**src/rtl/uart_cfg_pkg.sv**
```systemverilog
// Shared constants, state encodings and the configuration validity check
// for the baudrate-generator configuration sequencer.
package uart_cfg_pkg;

    localparam int          BITS_PER_FRAME = 11;
    localparam logic [12:0] MIN_ACQ_PERIOD = 13'd4;
    localparam logic [12:0] DEF_ACQ_PERIOD = 13'd54;
    localparam logic [7:0]  DEF_POS_COMP   = 8'h71;
    localparam logic [7:0]  DEF_NEG_COMP   = 8'h70;
    localparam logic [7:0]  DEF_BYTE_COMP  = 8'h65;

    // Nibble layout shared by all three compensation bytes.
    localparam int NIB_HI_MSB = 7;
    localparam int NIB_HI_LSB = 4;
    localparam int NIB_LO_MSB = 3;
    localparam int NIB_LO_LSB = 0;

    typedef logic [2:0] state_t;

    localparam state_t ST_OFF     = 3'd0;
    localparam state_t ST_RUN     = 3'd1;
    localparam state_t ST_DRAIN   = 3'd2;
    localparam state_t ST_QUIESCE = 3'd3;
    localparam state_t ST_APPLY   = 3'd4;

    function automatic logic [4:0] nibble_sum(input logic [7:0] b);
        return {1'b0, b[NIB_HI_MSB:NIB_HI_LSB]} + {1'b0, b[NIB_LO_MSB:NIB_LO_LSB]};
    endfunction

    function automatic logic cfg_valid(
        input logic [12:0] acq,
        input logic [7:0]  pos,
        input logic [7:0]  neg,
        input logic [7:0]  byte_comp,
        input logic [12:0] min_acq,
        input logic [4:0]  frame_bits
    );
        logic [4:0] pos_sum;
        logic [4:0] neg_sum;
        pos_sum = nibble_sum(pos);
        neg_sum = nibble_sum(neg);
        return (acq >= min_acq)
            && (pos_sum >= 5'd1) && (pos_sum <= 5'd15)
            && (neg_sum >= 5'd1) && (neg_sum <= 5'd15)
            && (nibble_sum(byte_comp) == frame_bits);
    endfunction

endpackage

```
**src/rtl/baud_cfg_sequencer.sv**
```systemverilog
// Validates a new baudrate configuration set, drains the link, gates the
// generator off, applies the set atomically and restarts the generator.
module baud_cfg_sequencer #(
    parameter int          BITS_PER_FRAME = uart_cfg_pkg::BITS_PER_FRAME,
    parameter logic [12:0] MIN_ACQ_PERIOD = uart_cfg_pkg::MIN_ACQ_PERIOD,
    parameter int          SETTLE_CYCLES  = 4,
    parameter logic [15:0] DRAIN_TIMEOUT  = 16'd50000,
    parameter logic [12:0] DEF_ACQ_PERIOD = uart_cfg_pkg::DEF_ACQ_PERIOD,
    parameter logic [7:0]  DEF_POS_COMP   = uart_cfg_pkg::DEF_POS_COMP,
    parameter logic [7:0]  DEF_NEG_COMP   = uart_cfg_pkg::DEF_NEG_COMP,
    parameter logic [7:0]  DEF_BYTE_COMP  = uart_cfg_pkg::DEF_BYTE_COMP
) (
    input  logic        clk,
    input  logic        rst,
    input  logic        CfgWr_i,
    input  logic [12:0] CfgAcqPeriod_i,
    input  logic [7:0]  CfgPosComp_i,
    input  logic [7:0]  CfgNegComp_i,
    input  logic [7:0]  CfgByteComp_i,
    input  logic        Enable_i,
    input  logic        TxBusy_i,
    input  logic        RxBusy_i,
    output logic [12:0] AcqPeriod_o,
    output logic [7:0]  PosCompensation_o,
    output logic [7:0]  NegCompensation_o,
    output logic [7:0]  ByteCompensation_o,
    output logic        BaudEn_o,
    output logic        CfgBusy_o,
    output logic        CfgDone_o,
    output logic        CfgErr_o,
    output logic        CfgForced_o
);
    import uart_cfg_pkg::*;

    state_t      state;
    state_t      state_nx;
    logic [15:0] drain_cnt;
    logic [15:0] drain_nx;
    logic [3:0]  settle_cnt;
    logic [3:0]  settle_nx;
    logic        forced_set;

    logic [12:0] sh_acq;
    logic [7:0]  sh_pos;
    logic [7:0]  sh_neg;
    logic [7:0]  sh_byte;

    logic cfg_ok;
    logic busy;
    logic wr_ok;

    assign cfg_ok = cfg_valid(CfgAcqPeriod_i, CfgPosComp_i, CfgNegComp_i, CfgByteComp_i,
                              MIN_ACQ_PERIOD, 5'(BITS_PER_FRAME));
    assign busy   = (state == ST_DRAIN) || (state == ST_QUIESCE) || (state == ST_APPLY);
    // A request is only taken when nothing is pending and the set checks out.
    assign wr_ok  = CfgWr_i && !busy && cfg_ok;

    always_comb begin
        state_nx   = state;
        drain_nx   = drain_cnt;
        settle_nx  = settle_cnt;
        forced_set = 1'b0;
        case (state)
            ST_OFF: begin
                if (CfgWr_i) begin
                    if (wr_ok) state_nx = ST_APPLY;
                end else if (Enable_i) begin
                    state_nx = ST_RUN;
                end
            end
            ST_RUN: begin
                if (CfgWr_i) begin
                    if (wr_ok) begin
                        state_nx = ST_DRAIN;
                        drain_nx = 16'd0;
                    end
                end else if (!Enable_i) begin
                    state_nx = ST_OFF;
                end
            end
            ST_DRAIN: begin
                if (!TxBusy_i && !RxBusy_i) begin
                    state_nx  = ST_QUIESCE;
                    settle_nx = 4'd0;
                end else if (drain_cnt == DRAIN_TIMEOUT - 16'd1) begin
                    state_nx   = ST_QUIESCE;
                    settle_nx  = 4'd0;
                    forced_set = 1'b1;
                end else begin
                    drain_nx = drain_cnt + 16'd1;
                end
            end
            ST_QUIESCE: begin
                if (settle_cnt == 4'(SETTLE_CYCLES - 1)) state_nx = ST_APPLY;
                else settle_nx = settle_cnt + 4'd1;
            end
            ST_APPLY: begin
                state_nx = Enable_i ? ST_RUN : ST_OFF;
            end
            default: state_nx = ST_OFF;
        endcase
    end

    always_ff @(posedge clk) begin
        if (rst) begin
            state              <= ST_OFF;
            drain_cnt          <= 16'd0;
            settle_cnt         <= 4'd0;
            sh_acq             <= DEF_ACQ_PERIOD;
            sh_pos             <= DEF_POS_COMP;
            sh_neg             <= DEF_NEG_COMP;
            sh_byte            <= DEF_BYTE_COMP;
            AcqPeriod_o        <= DEF_ACQ_PERIOD;
            PosCompensation_o  <= DEF_POS_COMP;
            NegCompensation_o  <= DEF_NEG_COMP;
            ByteCompensation_o <= DEF_BYTE_COMP;
            BaudEn_o           <= 1'b0;
            CfgBusy_o          <= 1'b0;
            CfgDone_o          <= 1'b0;
            CfgErr_o           <= 1'b0;
            CfgForced_o        <= 1'b0;
        end else begin
            state      <= state_nx;
            drain_cnt  <= drain_nx;
            settle_cnt <= settle_nx;
            if (wr_ok) begin
                sh_acq  <= CfgAcqPeriod_i;
                sh_pos  <= CfgPosComp_i;
                sh_neg  <= CfgNegComp_i;
                sh_byte <= CfgByteComp_i;
            end
            // The generator only ever sees a complete set, swapped in one edge.
            if (state == ST_APPLY) begin
                AcqPeriod_o        <= sh_acq;
                PosCompensation_o  <= sh_pos;
                NegCompensation_o  <= sh_neg;
                ByteCompensation_o <= sh_byte;
            end
            BaudEn_o  <= (state_nx == ST_RUN) || (state_nx == ST_DRAIN);
            CfgBusy_o <= (state_nx == ST_DRAIN) || (state_nx == ST_QUIESCE)
                      || (state_nx == ST_APPLY);
            CfgDone_o <= (state == ST_APPLY);
            CfgErr_o  <= CfgWr_i && !wr_ok;
            if (wr_ok) CfgForced_o <= 1'b0;
            else if (forced_set) CfgForced_o <= 1'b1;
        end
    end

endmodule

```
**config.mk**
```make
export PLATFORM = sky130hd
export DESIGN_NAME = baud_cfg_sequencer
export DESIGN_NICKNAME = d
export VERILOG_FILES = /design/src/rtl/uart_cfg_pkg.sv /design/src/rtl/baud_cfg_sequencer.sv
export SDC_FILE = /design/constraint.sdc
export NUM_CORES = 1
export LEC_CHECK = 0
export ABC_AREA = 1
export ABC_CLOCK_PERIOD_IN_PS = 2380
export CAP_MARGIN = 10
export CELL_PAD_IN_SITES_DETAIL_PLACEMENT = 0
export CELL_PAD_IN_SITES_GLOBAL_PLACEMENT = 2
export CORE_MARGIN = 2
export CORE_UTILIZATION = 27
export DETAILED_ROUTE_END_ITERATION = 10
export GPL_TIMING_DRIVEN = 0
export PLACE_DENSITY = 0.85
export SYNTH_ARGS = -nofsm -noshare
export SYNTH_HDL_FRONTEND = slang
export SYNTH_SLANG_ARGS = --single-unit
```
**constraint.sdc**
```tcl
create_clock -name clk -period 2.38 [get_ports clk]
set_input_delay 0.476 -clock clk [delete_from_list [all_inputs] [get_ports clk]]
set_output_delay 0.476 -clock clk [all_outputs]
set_load 0.01 [all_outputs]
```
# Word-level counts from Yosys, hierarchy flattened
# Cells that the tools add are included.
[classes] addsub=5 n_lt_le_gt_ge=5 n_eq_ne=17 muxes=23 n_reduce_logical=24
[ops] op="16-bit two-way mux" count=4
[ops] op="16-bit case mux with 2 select lines" count=1
[ops] op="3-bit two-way mux" count=9
[ops] op="16-bit by 1-bit adder with 16-bit output, second input constant" count=1
[ops] op="16-bit equality test, second input constant" count=1
[ops] op="4-bit by 4-bit adder with 5-bit output" count=3
[ops] op="3-bit case mux with 5 select lines" count=1
[ops] op="13-bit by 3-bit greater-or-equal comparator with 1-bit output, second input constant" count=1
[ops] op="3-bit by 2-bit equality test with 1-bit output, second input constant" count=4
[ops] op="4-bit two-way mux" count=3
[ops] op="5-bit by 1-bit greater-or-equal comparator with 1-bit output, second input constant" count=2
[ops] op="5-bit by 4-bit less-or-equal comparator with 1-bit output, second input constant" count=2
[ops] op="2-bit inequality test, second input constant" count=5
[ops] op="1-bit logical AND" count=9
[ops] op="4-bit case mux with 2 select lines" count=1
[ops] op="3-bit by 1-bit equality test with 1-bit output, second input constant" count=2
[ops] op="3-bit equality test, second input constant" count=2
[ops] op="5-bit by 4-bit equality test with 1-bit output, second input constant" count=1
[ops] op="1-bit logical OR" count=5
[ops] op="5-bit AND reduction" count=1
[ops] op="4-bit by 1-bit adder with 4-bit output, second input constant" count=1
[ops] op="4-bit by 2-bit equality test with 1-bit output, second input constant" count=1
[ops] op="1-bit zero test" count=4
[ops] op="1-bit two-way mux" count=4
[ops] op="other kinds (5)" count=6
[word_totals] regBits=102 in_bits=43 out_inout_bits=42 wordCells=90

# Longest topological paths before layout
# Gate-level depths: netlist (run 1).
[logic_depth] ltp_word=14 ltp_mapped=16 depth_no_buf=16

# Least setup slack after synthesis (run 1)
# Ideal clock, no wire load.
[synth_timing] kind="in2reg" from="in CfgByteComp_i[0]" to="reg drain_cnt[8]" setup_ps=134 t_arrival_ps=2166 required_time_ps=2246 path_slack_ps=80 stages=14 path_buffers=1 cell_sequence="ha_1 -> fa_1 -> nand2_1 -> nor2_1 -> nand2_1 -> nor2_2 -> nand2_2 -> nor2_8 -> nand4_4 -> nand2_4 -> nand2_4 -> buf_6 -> nand2_1 -> a21oi_1"
[synth_between] elab_chain_len=6
[synth_lines] element="from (decl)" line="baud_cfg_sequencer.sv:19" text="input logic [7:0] CfgByteComp_i,"
[synth_lines] element="4-bit by 4-bit adder with 5-bit output" line="uart_cfg_pkg.sv:27" text="return {1'b0, b[NIB_HI_MSB:NIB_HI_LSB]} + {1'b0, b[NIB_LO_MSB:NIB_LO_LSB]};"
[synth_lines] element="5-bit by 4-bit equality test with 1-bit output" line="uart_cfg_pkg.sv:45" text="&& (nibble_sum(byte_comp) == frame_bits);"
[synth_lines] element="1-bit logical AND" line="uart_cfg_pkg.sv:45"
[synth_lines] element="1-bit logical AND" line="baud_cfg_sequencer.sv:56" text="assign wr_ok = CfgWr_i && !busy && cfg_ok;"
[synth_lines] element="2-bit inequality test (no source line)"
[synth_lines] element="5-bit AND reduction (no source line)"
[synth_lines] element="to (signal assigned)" line="baud_cfg_sequencer.sv:124" text="drain_cnt <= drain_nx;"
[synth_lines] element="to (decl)" line="baud_cfg_sequencer.sv:37" text="logic [15:0] drain_cnt;"
# Every way passes these cells.
# A chain may end at the register's enable or synchronous reset.

# Worst setup path after layout (run 1)
[layout_timing] from="in CfgPosComp_i[2]" to="reg sh_acq[8]"
[layout_between] elab_chain_len=8 elab_cells_between_ends=9 classes_between="1 x add/sub; 2 x order compare; 6 x reduce/logical"
[layout_lines] element="from (decl)" line="baud_cfg_sequencer.sv:17" text="input logic [7:0] CfgPosComp_i,"
[layout_lines] element="4-bit by 4-bit adder with 5-bit output *" line="uart_cfg_pkg.sv:27"
[layout_lines] element="5-bit by 1-bit greater-or-equal comparator with 1-bit output" line="uart_cfg_pkg.sv:43" text="&& (pos_sum >= 5'd1) && (pos_sum <= 5'd15)"
[layout_lines] element="1-bit logical AND" line="uart_cfg_pkg.sv:43"
[layout_lines] element="1-bit logical AND *" line="uart_cfg_pkg.sv:43"
[layout_lines] element="1-bit logical AND * (2 in a row)" line="uart_cfg_pkg.sv:44" text="&& (neg_sum >= 5'd1) && (neg_sum <= 5'd15)"
[layout_lines] element="1-bit logical AND *" line="uart_cfg_pkg.sv:45"
[layout_lines] element="1-bit logical AND *" line="baud_cfg_sequencer.sv:56"
[layout_lines] element="to (signal assigned)" line="baud_cfg_sequencer.sv:127" text="sh_acq <= CfgAcqPeriod_i;"
[layout_lines] element="to (decl)" line="baud_cfg_sequencer.sv:43" text="logic [12:0] sh_acq;"
# Every way passes the cells marked *; elsewhere a longest branch is shown, timed or not.

==> results of run 1 <==
-- power groups by stage --
stage | Clock, mW | Combinational (mW) | Sequential, mW
2_1_floorplan | 0 | 0.154 | 1.77
3_3_place_gp | 0 | 0.296 | 1.76
3_5_place_dp | 0 | 0.300 | 1.76
4_1_cts | 1.47 | 0.299 | 1.72
5_1_grt | 1.53 | 0.342 | 1.73
6_report | 1.43 | 0.309 | 1.72
-- cells in the mapped netlist (3+ instances only) --
master,instances
nand2_1,128
dfxtp_1,102
nor2_1,68
nand3_1,60
inv_1,57
a21oi_1,51
o21ai_0,27
clkbuf_1,16
a211oi_2,15
ha_1,14
nor3_1,11
xor2_1,9
nand4_1,6
o21ai_1,6
buf_2,5
inv_2,5
nand2_4,5
buf_1,3
fa_1,3
nand3b_1,3
-- layer usage --
metal	vias up	global-route usage	share of wire
li1	2212	-	-
met3	12	0.02889	0.040
met5	-	0	0
met1	2024	0.2042	0.48
met2	90	0.2489	0.46
met4	0	0.04398	0.013
-- cells by family (layout without fill, tap and decap cells) --
| logic type | Yosys count | in the layout |
|---|---|---|
| flops | 102 | 102 |
| simple gates | 296 | 296 |
| fa+ha+maj | 17 | 17 |
| compound gates | 101 | 101 |
| buf+inv | 92 | 194 |
| xor+xnor | 10 | 10 |
-- worst register-to-register path, stage by stage, from the launching register on --
cell      delay, ns
dfxtp_1        0.35
nor2_2         0.21
nand2_4        0.13
inv_1          0.26
clkbuf_1       0.36
clkbuf_1       0.41
a21oi_1        0.13
-- final timing paths --
path                    start              endpoint  slack, ns  depth (start not counted)
max           CfgPosComp_i[2]             sh_acq[8]        0.1                         10
min          CfgByteComp_i[0]            sh_byte[0]       0.40                          3
max reg2reg          state[0]  NegCompensation_o[3]       0.40                          6
min reg2reg        sh_acq[12]       AcqPeriod_o[12]       0.46                          2
-- through the flow --
step | setup WS, ns | instance area, um2 | setup TNS (ns) | std cells
floorplan | 0.08001 | 4753 | 0 | 618
global placement | -0.7051 | 5866 | -36.18 | 926
detailed placement | -0.7413 | 5866 | -35.94 | 926
CTS | 0.001658 | 6156 | 0 | 942
global route | 0.005048 | 6254 | 0 | 945
finish | 0.09771 | 6254 | 0 | 945
-- sequential cells by signal, indices dropped and copies added (netlist names) --
name,count
CfgErr_o,1
PosCompensation_o,8
CfgBusy_o,1
CfgForced_o,1
sh_neg,8
ByteCompensation_o,8
sh_byte,8
BaudEn_o,1
NegCompensation_o,8
drain_cnt,16
CfgDone_o,1
sh_pos,8
settle_cnt,4
state,3
AcqPeriod_o,13
sh_acq,13
-- what timing repair did --
action | in CTS | in global routing
setup buffers | 2 | 2
cloned | 0 | 1
pin swaps | 4 | 5
setup endpoints to repair | 58 | 57
gates resized for setup | 17 | 26
-- final cells by class --
class                           count  area (um2)  share of cell area
Multi-Input combinational cell    424        2377              0.3802
Timing Repair Buffer               88       872.1              0.1395
Clock inverter                      6       53.80            0.008603
Inverter                           64       242.7             0.03882
Tap cell                          225       281.5             0.04502
Buffer                             26       155.1             0.02481
Sequential cell                   102        2042              0.3265
Clock buffer                       10       229.0             0.03661
==> flow_metrics.py, run 1 <==
metrics = {
    "critical_path": {
        "cp_max_fo": 10,
        "required_ns": 2.59,
        "path_buf_inv": 3,
        "critPathLaunchType": "input pin",
        "crit_chain": "clkdlybuf4s50_1 > ha_4 > nand2_1 > inv_2 > nor2_1 > nor3_2 > nand3_2 > nand3_4 > clkbuf_4 > a211oi_2",
        "criticalPathCategory": "in2reg",
        "cpPeakStageDelay_ns": 0.52,
        "endpoint_kind": "register",
        "path_delay_family": "buffers and inverters",
        "cpMaxStageDelayCell": "clkdlybuf4s50_1",
        "crit_arrival_ns": 2.49,
    },
    "logic_synthesis": {
        "synth_top_family_by_area": "simple AND/OR/NAND/NOR gates",
        "synth_ff_type": "dfxtp_1",
        "synth_fp_nets": 678,
        "synth_xor_area_frac": 0.01843,
        "postSynthAreaPerCell_um2": 7.691,
        "synth_seq_cells": 102,
        "synth_area_leaders": "dfxtp_1, nand2_1, nand3_1",
        "yosys-mux-area-fraction": 0,
        "synth-edff-count": 0,
        "syn_area_um2": 4753,
        "synthCells": 618,
        "synth_compound_area_frac": 0.1335,
        "ys_seq_area_frac": 0.4296,
        "synth_top_area_cell": "dfxtp_1",
        "yosys.area_share.adder": 0.04949,
        "yosys_warnings": 0,
        "yosysUniqueCellTypes": 39,
        "synthArstFlopShare": 0,
        "synthDominantCellAreaShare": 0.4296,
        "synth_simple_gate_area_frac": 0.2877,
    },
    "global_route": {
        "grt_pass1_wl_um": 22100,
        "grtUsageTotal": 0.1523,
        "grt.overflow.total": 0,
        "antenna_found_initial": 0,
        "grt_pass1_vias": 4246,
        "grt_max_degree": 19,
    },
    "routing": {
        "drtAntennaViolNets": 0,
        "vias": 4338,
        "dr.pass1.iters": 4,
        "via_per_inst": 4.590,
        "wl_per_cell_um": 14.42,
        "wirelength_um": 13620,
        "drt_iter0_drc": 245,
        "drc_errors": 0,
    },
    "clock_tree": {
        "clock_latency_ns": 0.35,
        "cts_sinks": 102,
        "cts_root_buf": "clkbuf_16",
        "clk_pin_slew_ns": 0.07,
        "htreeDepth": 3,
        "numCtsBuffers": 9,
        "cts_tree": "built",
        "postCtsHoldBufs": 0,
        "clockBufferDepth": 2,
    },
    "floorplan": {
        "die_y_um": 136.7,
        "fp.dieW_um": 136.7,
        "design.core.area_um2": 17240,
        "rows": 48,
        "die_area_um2": 18680,
        "start_util": 0.2758,
        "ios": 85,
    },
    "timing": {
        "rsz0062_at_grt": "no",
        "fin_crit_ns": 2.282,
        "tightestPinTransition_ns": 0.7442,
        "slew_headroom": 0.5038,
        "finClkSkew_ns": 0.006929,
        "hold_viol": 0,
        "timing.fmax_mhz": 438.2,
        "setup_violations": 0,
        "holdWs_ns": 0.3983,
        "drv_slew": 0,
        "finalCritPeriodShare": 0.9589,
    },
    "layout": {
        "area_growth_pct": 31.56,
        "fin_nets": 775,
        "drive_above_1_share": 0.1056,
        "nFillCells": 1792,
        "utilization": 0.3628,
        "layout_commonest_cell": "nand2_1",
        "mostFrequentLayoutCells": "nand2_1, dfxtp_1, clkdlybuf4s50_1, nor2_1, nand3_1",
        "n_antenna_cell": 0,
    },
    "power_and_ir_drop": {
        "power_frac_comb": 0.089,
        "peakVddDrop_uv": 386.0,
        "total_power_mw": 3.460,
        "seqPwrFrac": 0.498,
        "internal-power_mw": 2.584,
        "switching_share": 0.2533,
        "clkPwrFrac": 0.412,
        "p_leak_nw": 2.480,
        "p_per_area_nw_per_um2": 553.3,
        "switchingPower_mw": 0.8764,
    },
    "place": {
        "numPortBuffers": 83,
        "dp_hpwl_um": 10310,
        "gp_congestion": 0.8074,
    },
    "min_path": {
        "hp-class": "in2reg",
    },
    "flow_run": {
        "max-cap-violations": 0,
    },
    "outcome": {
        "outcome": "completed",
    },
}
Note: power is estimated with default switching activity, not from simulation.
==> inputs of run 2 (changes only) <==
Settings changed: GPL_TIMING_DRIVEN 0 to unset, SETUP_SLACK_MARGIN set to 0.05.
==> run 2 against run 1 <==
Effect of this change:
- critical path depth is 3 higher
- sequential share of layout area shrank 2.1 points
- clock skew rose by 0.0033 ns
- hold slack lost 0.033 ns
- design area grew 6.9%
- clock power rose by 5%
- non-clock buffer count increased by 18
- register-to-register slack worse by 0.03 ns
==> flow_metrics.py, run 2 (synthesized netlist as in run 1, its figures left out) <==
metrics = {
    "layout": {
        "layout_commonest_cell": "nand2_1",
        "largest_register_ffs": 16,
        "drive_above_1_share": 0.1797,
        "regMostFlops": "drain_cnt",
        "area_growth_pct": 40.69,
        "n_antenna_cell": 0,
        "reg_top3": "drain_cnt (16), AcqPeriod_o (13), sh_acq (13)",
        "mostFrequentLayoutCells": "nand2_1, dfxtp_1, nor2_1, clkdlybuf4s50_1",
        "fin_nets": 795,
    },
    "floorplan": {
        "rows": 48,
        "ios": 85,
        "design.core.area_um2": 17240,
        "die_area_um2": 18680,
        "start_util": 0.2758,
        "fp.dieW_um": 136.7,
        "die_y_um": 136.7,
    },
    "global_route": {
        "grt_pass1_vias": 4284,
        "grt.overflow.total": 0,
        "antenna_found_initial": 0,
        "grt_max_degree": 56,
        "grtUsageTotal": 0.1494,
        "grt_pass1_wl_um": 21850,
    },
    "timing": {
        "drv_slew": 0,
        "timing.final.ws_setup_ns": 0.1420,
        "slew_headroom": 0.6184,
        "finClkSkew_ns": 0.01022,
        "tightestPinTransition_ns": 0.5725,
        "hold_viol": 0,
        "timing.fmax_mhz": 446.8,
        "rsz0062_at_grt": "no",
        "finalCritPeriodShare": 0.9403,
        "setup_tns_ns": 0,
        "setup_violations": 0,
        "fin_crit_ns": 2.238,
    },
    "critical_path": {
        "rrSetupSlack_ns": 0.37,
        "criticalPathCategory": "in2reg",
        "r2r-end": "drain_cnt[9]",
        "r2r-start": "drain_cnt[0]",
        "crit_arrival_ns": 2.52,
        "endpoint_kind": "register",
        "crit_path_start": "CfgNegComp_i[6]",
        "crit_chain": "clkdlybuf4s50_1 > ha_1 > nor2_1 > nor2_1 > nand2_1 > nand2_2 > nand2_4 > nand4_4 > nand2_4 > buf_12 > buf_8 > nand3_2 > a21oi_2",
        "critPathLaunchType": "input pin",
        "reg2reg_depth": 9,
        "required_ns": 2.66,
        "cp_max_fo": 4,
        "cpMaxStageDelayCell": "clkdlybuf4s50_1",
        "cpPeakStageDelay_ns": 0.55,
    },
    "clock_tree": {
        "cts_root_buf": "clkbuf_16",
        "cts_sinks": 102,
        "clk_pin_slew_ns": 0.08,
        "numCtsBuffers": 9,
        "htreeDepth": 3,
        "clock_latency_ns": 0.35,
        "cts_tree": "built",
        "clockBufferDepth": 2,
        "postCtsHoldBufs": 0,
    },
    "routing": {
        "drt_iter0_drc": 158,
        "wl_per_cell_um": 13.99,
        "wirelength_um": 13500,
        "dr.pass1.iters": 4,
        "drc_errors": 0,
        "via_per_inst": 4.535,
        "drtAntennaViolNets": 0,
        "vias": 4376,
    },
    "power_and_ir_drop": {
        "p_leak_nw": 2.720,
        "p_per_area_nw_per_um2": 534.7,
        "peakVddDrop_uv": 334.4,
        "total_power_mw": 3.576,
    },
    "place": {
        "numPortBuffers": 84,
        "dp_hpwl_um": 9449,
        "gp_congestion": 0.7926,
        "place_ws_ns": -0.5942,
    },
    "flow_run": {
        "max-cap-violations": 0,
    },
    "min_path": {
        "hold_path_end": "sh_byte[0]",
        "worstHoldStart": "CfgByteComp_i[0]",
        "hold_path_depth": 3,
        "hp-class": "in2reg",
    },
    "outcome": {
        "outcome": "completed",
    },
}
## run 2: changes by cell type in the layout (fill, tap and decap cells not counted), sizes merged, moves of 2 or more
cell	previous run	this run
buf	13	51
clkbuf	31	14
clkdlybuf4s50	71	66
clkinv	3	7
dlymetal6s2s	3	7
dlygate4sd2	5	3
inv	66	64
## run 2: power by group
| group | internal, mW | switching (mW) | leakage (nW) | total [mW] |
|---|---|---|---|---|
| Sequential | 1.72 | 0.00606 | 0.823 | 1.72 |
| Combinational | 0.166 | 0.185 | 1.75 | 0.351 |
| Clock | 0.753 | 0.748 | 0.151 | 1.50 |
## run 2: stage by stage
| stage | cell area [um2] | hold WS [ns] | util | instances |
|---|---|---|---|---|
| 2_1_floorplan | 4753 | 0.4205 | - | 618 |
| 3_3_place_gp | 6030 | 0.4286 | 0.3498 | 933 |
| 3_5_place_dp | 6030 | 0.4367 | 0.3498 | 933 |
| 4_1_cts | 6545 | 0.3903 | 0.3797 | 961 |
| 5_1_grt | 6688 | 0.3664 | 0.3880 | 965 |
| 6_report | 6688 | 0.3654 | 0.3880 | 965 |
## run 2: cell type report
class / instances / area, um2
sequential: 102 / 2042
tap: 225 / 281.5
timing repair buffer: 132 / 1316
clock buffer: 9 / 225.2
fill: 1732 / 10550
inverter: 64 / 240.2
multi-input combinational: 426 / 2491
clock inverter: 7 / 91.34
## run 2: timing repair
item | 4_1_cts | 5_1_grt
setup endpoints to repair | 60 | 53
endpoints found under the hold margin | 0 | 0
cloned | 3 | 0
pin swaps | 19 | 25
gates resized for setup | 34 | 42
setup buffers | 9 | 4
## run 2: critical path: cells and delay by family
family,cells,cell delay (ns)
buffers and inverters,3,0.81
and+or+nand+nor,8,0.78
AOI/OAI and AO/OA,1,0.15
adders and majority gates,1,0.30
## run 2: worst max path at each step
stage                          to  cells past startpoint
global placement        sh_pos[1]                     13
floorplan            drain_cnt[8]                     14
detailed placement      sh_pos[7]                     13
finish              drain_cnt[14]                     13
global route        drain_cnt[11]                     15
CTS                 drain_cnt[13]                     13
## run 2: layer usage
metal / global-route usage / part of all wire / vias to the layer above
li1: - / - / 2255
met1: 0.1959 / 0.48 / 2035
met2: 0.2483 / 0.48 / 75
met3: 0.02630 / 0.032 / 11
met4: 0.04861 / 0.013 / 0
met5: 0 / 0 / -
